**src/rtl/ps2_pkg.sv**
```systemverilog
// rtl/ps2_pkg.sv - shared types and constants for the PS/2 host transmitter
//
// Contents:
//   ps2_tx_state_e      host-to-device frame state encoding
//   DEF_*_CYCLES        default timing at a 65 MHz system clock
//   CMD_RESET/ENABLE    common device command bytes
//   odd_parity()        PS/2 parity bit for a data byte
package ps2_pkg;

  typedef enum logic [2:0] {
    ST_IDLE,
    ST_INHIBIT,
    ST_RTS,
    ST_DATA,
    ST_PARITY,
    ST_STOP,
    ST_ACK,
    ST_WAIT_IDLE
  } ps2_tx_state_e;

  localparam int DEF_INHIBIT_CYCLES = 6500;    // 100 us
  localparam int DEF_RTS_CYCLES     = 130;     // 2 us
  localparam int DEF_TIMEOUT_CYCLES = 975000;  // 15 ms

  localparam logic [7:0] CMD_RESET  = 8'hFF;
  localparam logic [7:0] CMD_ENABLE = 8'hF4;

  // Odd parity: the parity bit makes the total count of ones odd.
  function automatic logic odd_parity(input logic [7:0] d);
    return ~^d;
  endfunction

endpackage

```
**src/rtl/ps2_line_sync.sv**
```systemverilog
// rtl/ps2_line_sync.sv - 2-FF synchronizer with falling-edge detect for one PS/2 line
//
// Ports:
//   clk_i    system clock
//   rst_ni   asynchronous active-low reset
//   line_i   raw open-collector line sample
//   sync_o   synchronized line level
//   fall_o   one-cycle pulse when the synchronized line goes 1 -> 0
module ps2_line_sync (
  input  logic clk_i,
  input  logic rst_ni,
  input  logic line_i,
  output logic sync_o,
  output logic fall_o
);

  logic meta_q;
  logic sync_q;
  logic prev_q;

  // Idle PS/2 lines float high, so reset to 1 to avoid a spurious edge.
  always_ff @(posedge clk_i or negedge rst_ni) begin
    if (!rst_ni) begin
      meta_q <= 1'b1;
      sync_q <= 1'b1;
      prev_q <= 1'b1;
    end else begin
      meta_q <= line_i;
      sync_q <= meta_q;
      prev_q <= sync_q;
    end
  end

  assign sync_o = sync_q;
  assign fall_o = prev_q & ~sync_q;

endmodule

```
**src/rtl/ps2_host_tx.sv**
```systemverilog
// rtl/ps2_host_tx.sv - PS/2 host-to-device command transmitter
//
// Ports:
//   clk, rst                 system clock, asynchronous active-low reset
//   ps2_clk_in, ps2_data_in  raw PS/2 line samples
//   ps2_clk_oe, ps2_data_oe  1 pulls the line low, 0 releases it
//   tx_data, tx_valid        command byte and send request
//   tx_ready                 high only while idle
//   tx_done, tx_err          one-cycle pulses: ACK seen / ACK missing or timeout
//   busy                     high whenever a frame is in progress
//
// Build option: PS2_TX_TIMEOUT_EN adds a watchdog that aborts a frame
// TIMEOUT_CYCLES after the clock line is released to the device.
module ps2_host_tx
  import ps2_pkg::*;
#(
  parameter int INHIBIT_CYCLES = DEF_INHIBIT_CYCLES,
  parameter int RTS_CYCLES     = DEF_RTS_CYCLES,
  parameter int TIMEOUT_CYCLES = DEF_TIMEOUT_CYCLES
) (
  input  logic       clk,
  input  logic       rst,
  input  logic       ps2_clk_in,
  input  logic       ps2_data_in,
  output logic       ps2_clk_oe,
  output logic       ps2_data_oe,
  input  logic [7:0] tx_data,
  input  logic       tx_valid,
  output logic       tx_ready,
  output logic       tx_done,
  output logic       tx_err,
  output logic       busy
);

  localparam int TMR_MAX = (INHIBIT_CYCLES > RTS_CYCLES) ? INHIBIT_CYCLES : RTS_CYCLES;
  localparam int TMR_W   = $clog2(TMR_MAX + 1);

  ps2_tx_state_e state_q, state_d;

  logic [7:0]       shift_q;
  logic             parity_q;
  logic             drive_q;     // registered data_oe while the device clocks bits
  logic [3:0]       bit_cnt_q;
  logic [TMR_W-1:0] tmr_q;
  logic             hi_q;        // both lines were high last cycle in WAIT_IDLE
  logic             done_q;
  logic             err_q;

  logic clk_s, clk_fall;
  logic data_s, data_fall_unused;
  logic tmr_hit;
  logic timeout_hit;
  logic lines_high;

  ps2_line_sync u_clk_sync (
    .clk_i  (clk),
    .rst_ni (rst),
    .line_i (ps2_clk_in),
    .sync_o (clk_s),
    .fall_o (clk_fall)
  );

  ps2_line_sync u_data_sync (
    .clk_i  (clk),
    .rst_ni (rst),
    .line_i (ps2_data_in),
    .sync_o (data_s),
    .fall_o (data_fall_unused)
  );

  assign lines_high = clk_s & data_s;
  assign tmr_hit = ((state_q == ST_INHIBIT) && (tmr_q == TMR_W'(INHIBIT_CYCLES - 1))) ||
                   ((state_q == ST_RTS)     && (tmr_q == TMR_W'(RTS_CYCLES - 1)));

`ifdef PS2_TX_TIMEOUT_EN
  localparam int WD_W = $clog2(TIMEOUT_CYCLES + 1);
  logic [WD_W-1:0] wd_q;
  logic            wd_run;

  assign wd_run = (state_q == ST_DATA) || (state_q == ST_PARITY) ||
                  (state_q == ST_STOP) || (state_q == ST_ACK);

  always_ff @(posedge clk or negedge rst) begin
    if (!rst) begin
      wd_q <= '0;
    end else if (wd_run) begin
      wd_q <= wd_q + 1'b1;
    end else begin
      wd_q <= '0;
    end
  end

  // An ACK edge landing on the last watchdog cycle wins, so done and err
  // can never pulse together.
  assign timeout_hit = wd_run && (wd_q == WD_W'(TIMEOUT_CYCLES - 1)) &&
                       !((state_q == ST_ACK) && clk_fall);
`else
  logic unused_timeout;
  assign unused_timeout = (TIMEOUT_CYCLES != 0);
  assign timeout_hit    = 1'b0;
`endif

  // State register
  always_ff @(posedge clk or negedge rst) begin
    if (!rst) begin
      state_q <= ST_IDLE;
    end else begin
      state_q <= state_d;
    end
  end

  // Next-state logic
  always_comb begin
    state_d = state_q;
    unique case (state_q)
      ST_IDLE:      if (tx_valid) state_d = ST_INHIBIT;
      ST_INHIBIT:   if (tmr_hit) state_d = ST_RTS;
      ST_RTS:       if (tmr_hit) state_d = ST_DATA;
      ST_DATA:      if (clk_fall && (bit_cnt_q == 4'd7)) state_d = ST_PARITY;
      ST_PARITY:    if (clk_fall) state_d = ST_STOP;
      ST_STOP:      if (clk_fall) state_d = ST_ACK;
      ST_ACK:       if (clk_fall) state_d = ST_WAIT_IDLE;
      ST_WAIT_IDLE: if (lines_high && hi_q) state_d = ST_IDLE;
      default:      state_d = ST_IDLE;
    endcase
    if (timeout_hit) state_d = ST_WAIT_IDLE;
  end

  // Datapath: shift register, bit counter, phase timer, response pulses
  always_ff @(posedge clk or negedge rst) begin
    if (!rst) begin
      shift_q   <= '0;
      parity_q  <= 1'b0;
      drive_q   <= 1'b0;
      bit_cnt_q <= '0;
      tmr_q     <= '0;
      hi_q      <= 1'b0;
      done_q    <= 1'b0;
      err_q     <= 1'b0;
    end else begin
      done_q <= 1'b0;
      err_q  <= timeout_hit;

      if (state_d != state_q) begin
        tmr_q <= '0;
      end else if ((state_q == ST_INHIBIT) || (state_q == ST_RTS)) begin
        tmr_q <= tmr_q + 1'b1;
      end

      hi_q <= (state_q == ST_WAIT_IDLE) && lines_high;

      unique case (state_q)
        ST_IDLE: begin
          if (tx_valid) begin
            shift_q  <= tx_data;
            parity_q <= odd_parity(tx_data);
          end
        end
        ST_RTS: begin
          if (tmr_hit) begin
            bit_cnt_q <= '0;
            drive_q   <= 1'b1;  // start bit keeps data low once clock is released
          end
        end
        ST_DATA: begin
          if (clk_fall) begin
            drive_q   <= ~shift_q[0];
            shift_q   <= {1'b0, shift_q[7:1]};
            bit_cnt_q <= bit_cnt_q + 1'b1;
          end
        end
        ST_PARITY: if (clk_fall) drive_q <= ~parity_q;
        ST_STOP:   if (clk_fall) drive_q <= 1'b0;
        ST_ACK: begin
          if (clk_fall) begin
            done_q <= ~data_s;
            err_q  <= data_s;
          end
        end
        default: ;
      endcase
    end
  end

  // Outputs decode from the async-reset state so a reset frees the lines at once.
  always_comb begin
    ps2_clk_oe  = 1'b0;
    ps2_data_oe = 1'b0;
    unique case (state_q)
      ST_INHIBIT: ps2_clk_oe = 1'b1;
      ST_RTS: begin
        ps2_clk_oe  = 1'b1;
        ps2_data_oe = 1'b1;
      end
      ST_DATA, ST_PARITY, ST_STOP: ps2_data_oe = drive_q;
      default: ;
    endcase
    tx_ready = (state_q == ST_IDLE);
    busy     = (state_q != ST_IDLE);
    tx_done  = done_q;
    tx_err   = err_q;
  end

endmodule

```
**config.mk**
```make
export PLATFORM = sky130hd
export DESIGN_NAME = ps2_host_tx
export DESIGN_NICKNAME = d
export VERILOG_FILES = /design/src/rtl/ps2_pkg.sv /design/src/rtl/ps2_line_sync.sv /design/src/rtl/ps2_host_tx.sv
export SDC_FILE = /design/constraint.sdc
export NUM_CORES = 1
export LEC_CHECK = 0
export BUFFER_PORTS_ARGS = -buffer_cell sky130_fd_sc_hd__buf_2
export CAP_MARGIN = 20
export CORE_MARGIN = 5
export CORE_UTILIZATION = 50
export DETAILED_ROUTE_END_ITERATION = 7
export PLACE_DENSITY = 0.8
export SYNTH_ARGS = -nofsm -noshare
export SYNTH_HDL_FRONTEND = slang
export SYNTH_SLANG_ARGS = --single-unit
```
**constraint.sdc**
```tcl
create_clock -name clk -period 2.6 [get_ports clk]
set_clock_uncertainty 0.05 [all_clocks]
set_input_delay 0.52 -clock clk [delete_from_list [all_inputs] [get_ports clk]]
set_output_delay 0.52 -clock clk [all_outputs]
set_load 0.01 [all_outputs]
```
======== Word level (Yosys, flattened, before mapping) ========
Index checks and enable logic that the tools add are counted.
W data, S select, Z words.
word-level totals
  bits in registers ....................... 38
  bits of input ports ..................... 13
  output and inout bits ................... 6
  logic and storage cells ................. 86
cells by class
  add/sub/neg operators ................... 2
  equal/unequal tests ..................... 16
  muxes and demuxes ....................... 28
  bitwise operators ....................... 6
  reduce and logical (&&, ||, !) cells .... 20
operators by type and width
  cell                     count
  $mux W13                 2
  $mux W3                  8
  $pmux W3 S8              1
  $mux W8                  2
  $pmux W8 S2              1
  $add A13 B1 Y13 const B  1
  $eq A13 B13 Y1 const B   1
  $eq A13 B8 Y1 const B    1
  $eq A3 B3 Y1 const B     4
  $ne A2 B2 Y1 const B     5
  $mux W1                  9
  $mux W4                  2
  $pmux W4 S2              1
  $reduce_xnor A8 Y1       1
  $eq A3 B2 Y1 const B     2
  $reduce_and A3 Y1        2
  $reduce_bool A2 Y1       3
  $logic_and A1 B1 Y1      5
  $reduce_and A5 Y1        1
  $add A4 B1 Y4 const B    1
  $eq A4 B3 Y1 const B     1
  $not A1 Y1               4
  $pmux W1 S4              1
  $reduce_bool A4 Y1       1
  other kinds (10)         12

======== Depth between registers and ports, before layout ========
  word-level depth ........................ 7
  gate-level depth with buffers ........... 8
  depth with buffers taken out ............ 7

======== Cells and area by module ========
Synthesis repeated with hierarchy kept, for this count alone.
unflattened totals
  cell total of the unflattened synthesis .. 199
  area total of the unflattened synthesis .. 2044.5 µm²
by module, submodules not included
  module         instances  cells each  area an instance (µm²)  sequential area each (µm²)
  ps2_host_tx    1          191         1859.3                  825.8
  ps2_line_sync  2          4           92.6                    78.8

======== Least setup slack after synthesis ========
Ideal clock, no wire load.
  path kind ............................... register to register
  start ................................... reg tmr_q[1]
  end ..................................... reg tmr_q[3]
  setup time .............................. 0.119 ns
  data arrival time ....................... 1.856 ns
  required time ........................... 2.431 ns
  setup slack ............................. 0.575 ns
  stages on the path, launching flop included .. 9
  buffers on the path ..................... 1
  period minus slack after synthesis ...... 2.025 ns
  path through ............................ dfrtp_1 > inv_1 > ha_1 > nor4b_1 > nand4b_4 > o211ai_2 > mux2i_2 > buf_6 > nor2_1
between the ends
  word-level cells in the longest chain between the ends .. 7
  elaborated cells between the ends (all ways) .. 13
  classes of those cells .................. 1 x add/sub; 3 x eq/ne; 5 x mux; 4 x reduce/logical
ends and longest elaborated chain
  what                                                    line                                    text
  start, declared                                         ps2_host_tx.sv:44                       logic [TMR_W-1:0] tmr_q;
  start signal, assigned                                  ps2_host_tx.sv:147                      tmr_q <= tmr_q + 1'b1;
  $eq A13 B13 Y1 / $eq A13 B8 Y1 (equally long branches)  ps2_host_tx.sv:72, ps2_host_tx.sv:73
  $logic_and A1 B1 Y1 (on tied branches)                  ps2_host_tx.sv:72, ps2_host_tx.sv:73
  $logic_or A1 B1 Y1                                      ps2_host_tx.sv:72                       assign tmr_hit = ((state_q == ST_INHIBIT) && (tmr_q == TMR_W'(INHIBIT_CYCLES - 1))) ||
  $mux W3 (on tied branches)                              ps2_host_tx.sv:118, ps2_host_tx.sv:117
  $pmux W3 S8                                             ps2_host_tx.sv:115                      unique case (state_q)
  $ne A3 B3 Y1                                            ps2_host_tx.sv:144                      if (state_d != state_q) begin
  $mux W13 / $reduce_bool A2 Y1 (equally long branches)   --
Parallel ways exist; a longest one is shown, timed or not. The select of a mux whose other input is x is not followed.
A chain may end at the register's enable or synchronous reset.

======== Worst setup path in the final report ========
  start ................................... reg tmr_q[1]
  end ..................................... reg tmr_q[1]
The elaborated chain is that of the path after synthesis.

==> metrics.md <==
| Metric | Value |
|---|---|
| PwrDens | `slightly above 500 nW/um^2` |
| Met3 wire length | `about 190 um` |
| Grt total ovfl | `0` |
| Worst R2R End | `tmr_q[1]$_DFFE_PN0P_` |
| Register area share after synthesis | `47.8%` |
| Worst VDD drop | `~0.00048 V` |
| CTS buffer count | `5` |
| Routability cong. | `roughly 0.8` |
| Pleak | `~1.1 nW` |
| Final wirelength | `4240 um` |
| Most used DFF post-synth | `dfrtp_1` |
| Fillers | `321` |
| DP Wirelength | `slightly below 3000 um` |
| Post-route core utilization | `slightly below 60%` |
| Post-layout nets | `approximately 240` |
| # H-tree levels | `2` |
| Slew headroom | `between 40% and 50%` |
| Syn_area_per_cell | `just under 10 um^2` |
| RSZ-0062 raised after global routing | `no` |
| XOR/XNOR Fraction of Synth Area | `approximately 9.2%` |
| Max_cap viols | `0` |
| Count leader, synth | `dfrtp_1` |
| Initial antenna violation count | `0` |
| Die W | `around 73 um` |
| Post_cts resized | `0` |
| Worst setup path endpoint | `tmr_q[1]$_DFFE_PN0P_` |
| Seq cells post-synth | `38` |
| Synth area leaders | `dfrtp_1, dfstp_2, xnor2_1` |
| Adder-cell share of the synthesized area | `~1.9%` |
| IO Port Bufs | `18` |
| First-pass GRT wire length | `~7500 um` |
| DRC Markers | `0` |
| Final min period | `2.27 ns` |
| Initial drt markers | `between 100 and 150` |
| Hold_ws | `around 0.27 ns` |
| Die span in y | `73.3 um` |
| CTS tree | `built` |
| DR WL met2 | `roughly 2000 um` |
| Largest family of logic cells by synthesized area | `simple AND/OR/NAND/NOR gates` |
| Maximum buffer depth of the clock tree | `2` |
| Clock Sinks | `38` |
| Setup Buffers After CTS | `0` |
| Worst Path Arrival | `roughly 2.4 ns` |
| EDFF count, synth | `0` |
| Vias | `between 1,500 and 2,000` |
| Net count after synthesis | `220` |
| Synth Cell Area | `roughly 2000 um^2` |
| Fraction of synthesized area in multiplexers | `5.25%` |
| Worst-skew pair later-pin latency | `0.29 ns` |
| CP Launch Point | `tmr_q[1]$_DFFE_PN0P_` |
| WL per Instance | `between 15 and 20 um` |
| Compound-Gate Fraction of Synth Area | `a little under 8%` |
| Share of cells above drive strength 1 | `between 10% and 20%` |
| Diodes inserted | `0` |
| Routed Antenna Nets | `0` |
| Max Fclk | `between 400 and 500 MHz` |
| P&R area growth vs syn | `13.4%` |
| Pre-antenna DRT Iters | `5` |
| Crit path kind | `register to register` |
| Die area | `about 5400 um^2` |
| Vias in the first global route | `around 1,600` |
| Largest area contributor in the netlist | `dfrtp_1` |
| Row Count | `23` |
| R2R Setup Slk | `approximately 0.33 ns` |
| Uppermost layer routed | `met4` |
| Gate Count Post-Synth | `204` |
| Endpoints failing hold | `0` |
| Clock slew at reported path FFs | `0.08 ns` |
| Fraction of registers with async set/reset | `100%` |
| CP max FO | `13` |
| Worst path required time | `2.71 ns` |
| CP Capture Type | `register` |
| Via/cell ratio | `about 5.7` |
| Root buffer cell | `clkbuf_8` |
| Pin count of the biggest net entering global routing | `39` |
| Number of distinct library cells after synthesis | `42` |
| Setup_tns | `0 ns` |
| Slew @ Worst Pin | `approximately 0.84 ns` |
| # setup viols final | `0` |
| Simple-Gate Fraction of Synth Area | `24.7%` |
| Slew Viols, Final | `0` |
| Initial core utilization | `roughly half` |
| Critical path launch point type | `register` |
| I/O pins | `19` |
| Post-synth top area share | `41.2%` |
| Top cells by count, synth | `dfrtp_1, nand2_1, nor2_1` |
| CTS Hold Buffers Added | `0` |
| Fin crit share | `87.4%` |
| Outcome | `complete, no violations` |
| Metal-1 WL | `approximately 2000 um` |
| Reg2reg start | `tmr_q[1]$_DFFE_PN0P_` |
| Global Route Usage Sum | `between 15 and 20%` |
| R2r worst-path depth | `8` |
| Worst hold path class | `input pin to async pin` |
| Warnings from Yosys | `0` |
| Placeable core area | `~4000 um^2` |
==> sequential cells by signal (all words and copies together), names as in the netlist <==
signal and cells:
tmr_q 13, shift_q 8, bit_cnt_q 4, state_q 3, drive_q 1, hi_q 1
parity_q 1, tx_done 1, tx_err 1, u_clk_sync.meta_q 1, u_clk_sync.prev_q 1, u_clk_sync.sync_o 1
u_data_sync.meta_q 1, u_data_sync.sync_o 1
==> cell families after synthesis <==
family,Yosys count
flip-flops,38
buffers and inverters,14
adder cells (fa/ha/maj),3
AND/OR/NAND/NOR,93
AO/OA/AOI/OAI,25
XOR/XNOR,21
multiplexers,10
==> placed cells by master, fill, tap and decap left out, drive strengths merged, types with 2 or more instances in the layout <==
cell type / synthesis / layout
o21ai: 13 / 13
nor4b: 2 / 2
nand4b: 3 / 3
nand3b: 2 / 2
mux2i: 9 / 9
nand3: 13 / 13
clkbuf: 5 / 5
clkinv: 0 / 2
nand2: 23 / 23
buf: 4 / 25
dfrtp: 33 / 33
xor2: 8 / 8
nor3: 4 / 4
a21oi: 5 / 5
nand4: 4 / 4
or3: 2 / 2
and2: 3 / 3
nor2: 21 / 21
inv: 5 / 5
nor2b: 3 / 3
or4: 2 / 2
dfstp: 5 / 5
ha: 3 / 3
nor4: 2 / 2
nand2b: 3 / 3
and4: 3 / 3
xnor2: 13 / 13
==> metrics by stage <==
step / cells / total power [W] / instance area (um^2) / setup WS (ns)
after detailed placement: 270 / 0.000663 / 2160 / 0.348
after floorplan: 204 / 0.000635 / 2000 / 0.575
after global placement: 270 / 0.000661 / 2160 / 0.488
after CTS: 278 / 0.00116 / 2270 / 0.326
final: 278 / 0.00115 / 2270 / 0.328
after global routing: 278 / 0.00119 / 2270 / 0.137
==> how the worst min path moves through the flow <==
stage	to	cells past startpoint
3_5_place_dp	u_data_sync.sync_o$_DFF_PN1_	0
6_report	tmr_q[4]$_DFFE_PN0P_	1
2_1_floorplan	bit_cnt_q[0]$_DFFE_PN0P_	0
3_3_place_gp	u_data_sync.sync_o$_DFF_PN1_	0
5_1_grt	u_clk_sync.meta_q$_DFF_PN1_	1
4_1_cts	u_data_sync.meta_q$_DFF_PN1_	1
==> where the power goes <==
part	switching [W]	internal, W
registers	0.00000438	0.000598
logic	0.0000273	0.0000214
clock network	0.000215	0.000282
==> metal layers <==
layer  up-vias  GRT usage, %
met2        46          28.4
met3         7          4.79
met5         -             0
met1       768          24.4
met4         0          6.24
li1        751             -
==> worst max-delay path: stages (launching register included) <==
cell	delay (ns)
dfrtp_1	0.42
inv_1	0.07
ha_1	0.13
nor4b_1	0.56
nand4b_4	0.23
o211ai_2	0.15
mux2i_2	0.22
buf_4	0.21
a211oi_1	0.08
==> cell type report <==
cell class	count	area (um^2)	share of cell area, %
Inverter	5	18.8	0.826
Multi-Input combinational cell	152	981	43.2
Clock buffer	5	68.8	3.03
Tap cell	50	62.6	2.75
Clock inverter	3	40.0	1.76
Sequential cell	38	957	42.1
Timing Repair Buffer	25	143	6.28
No activity file was read; power rests on OpenSTA's default activity.
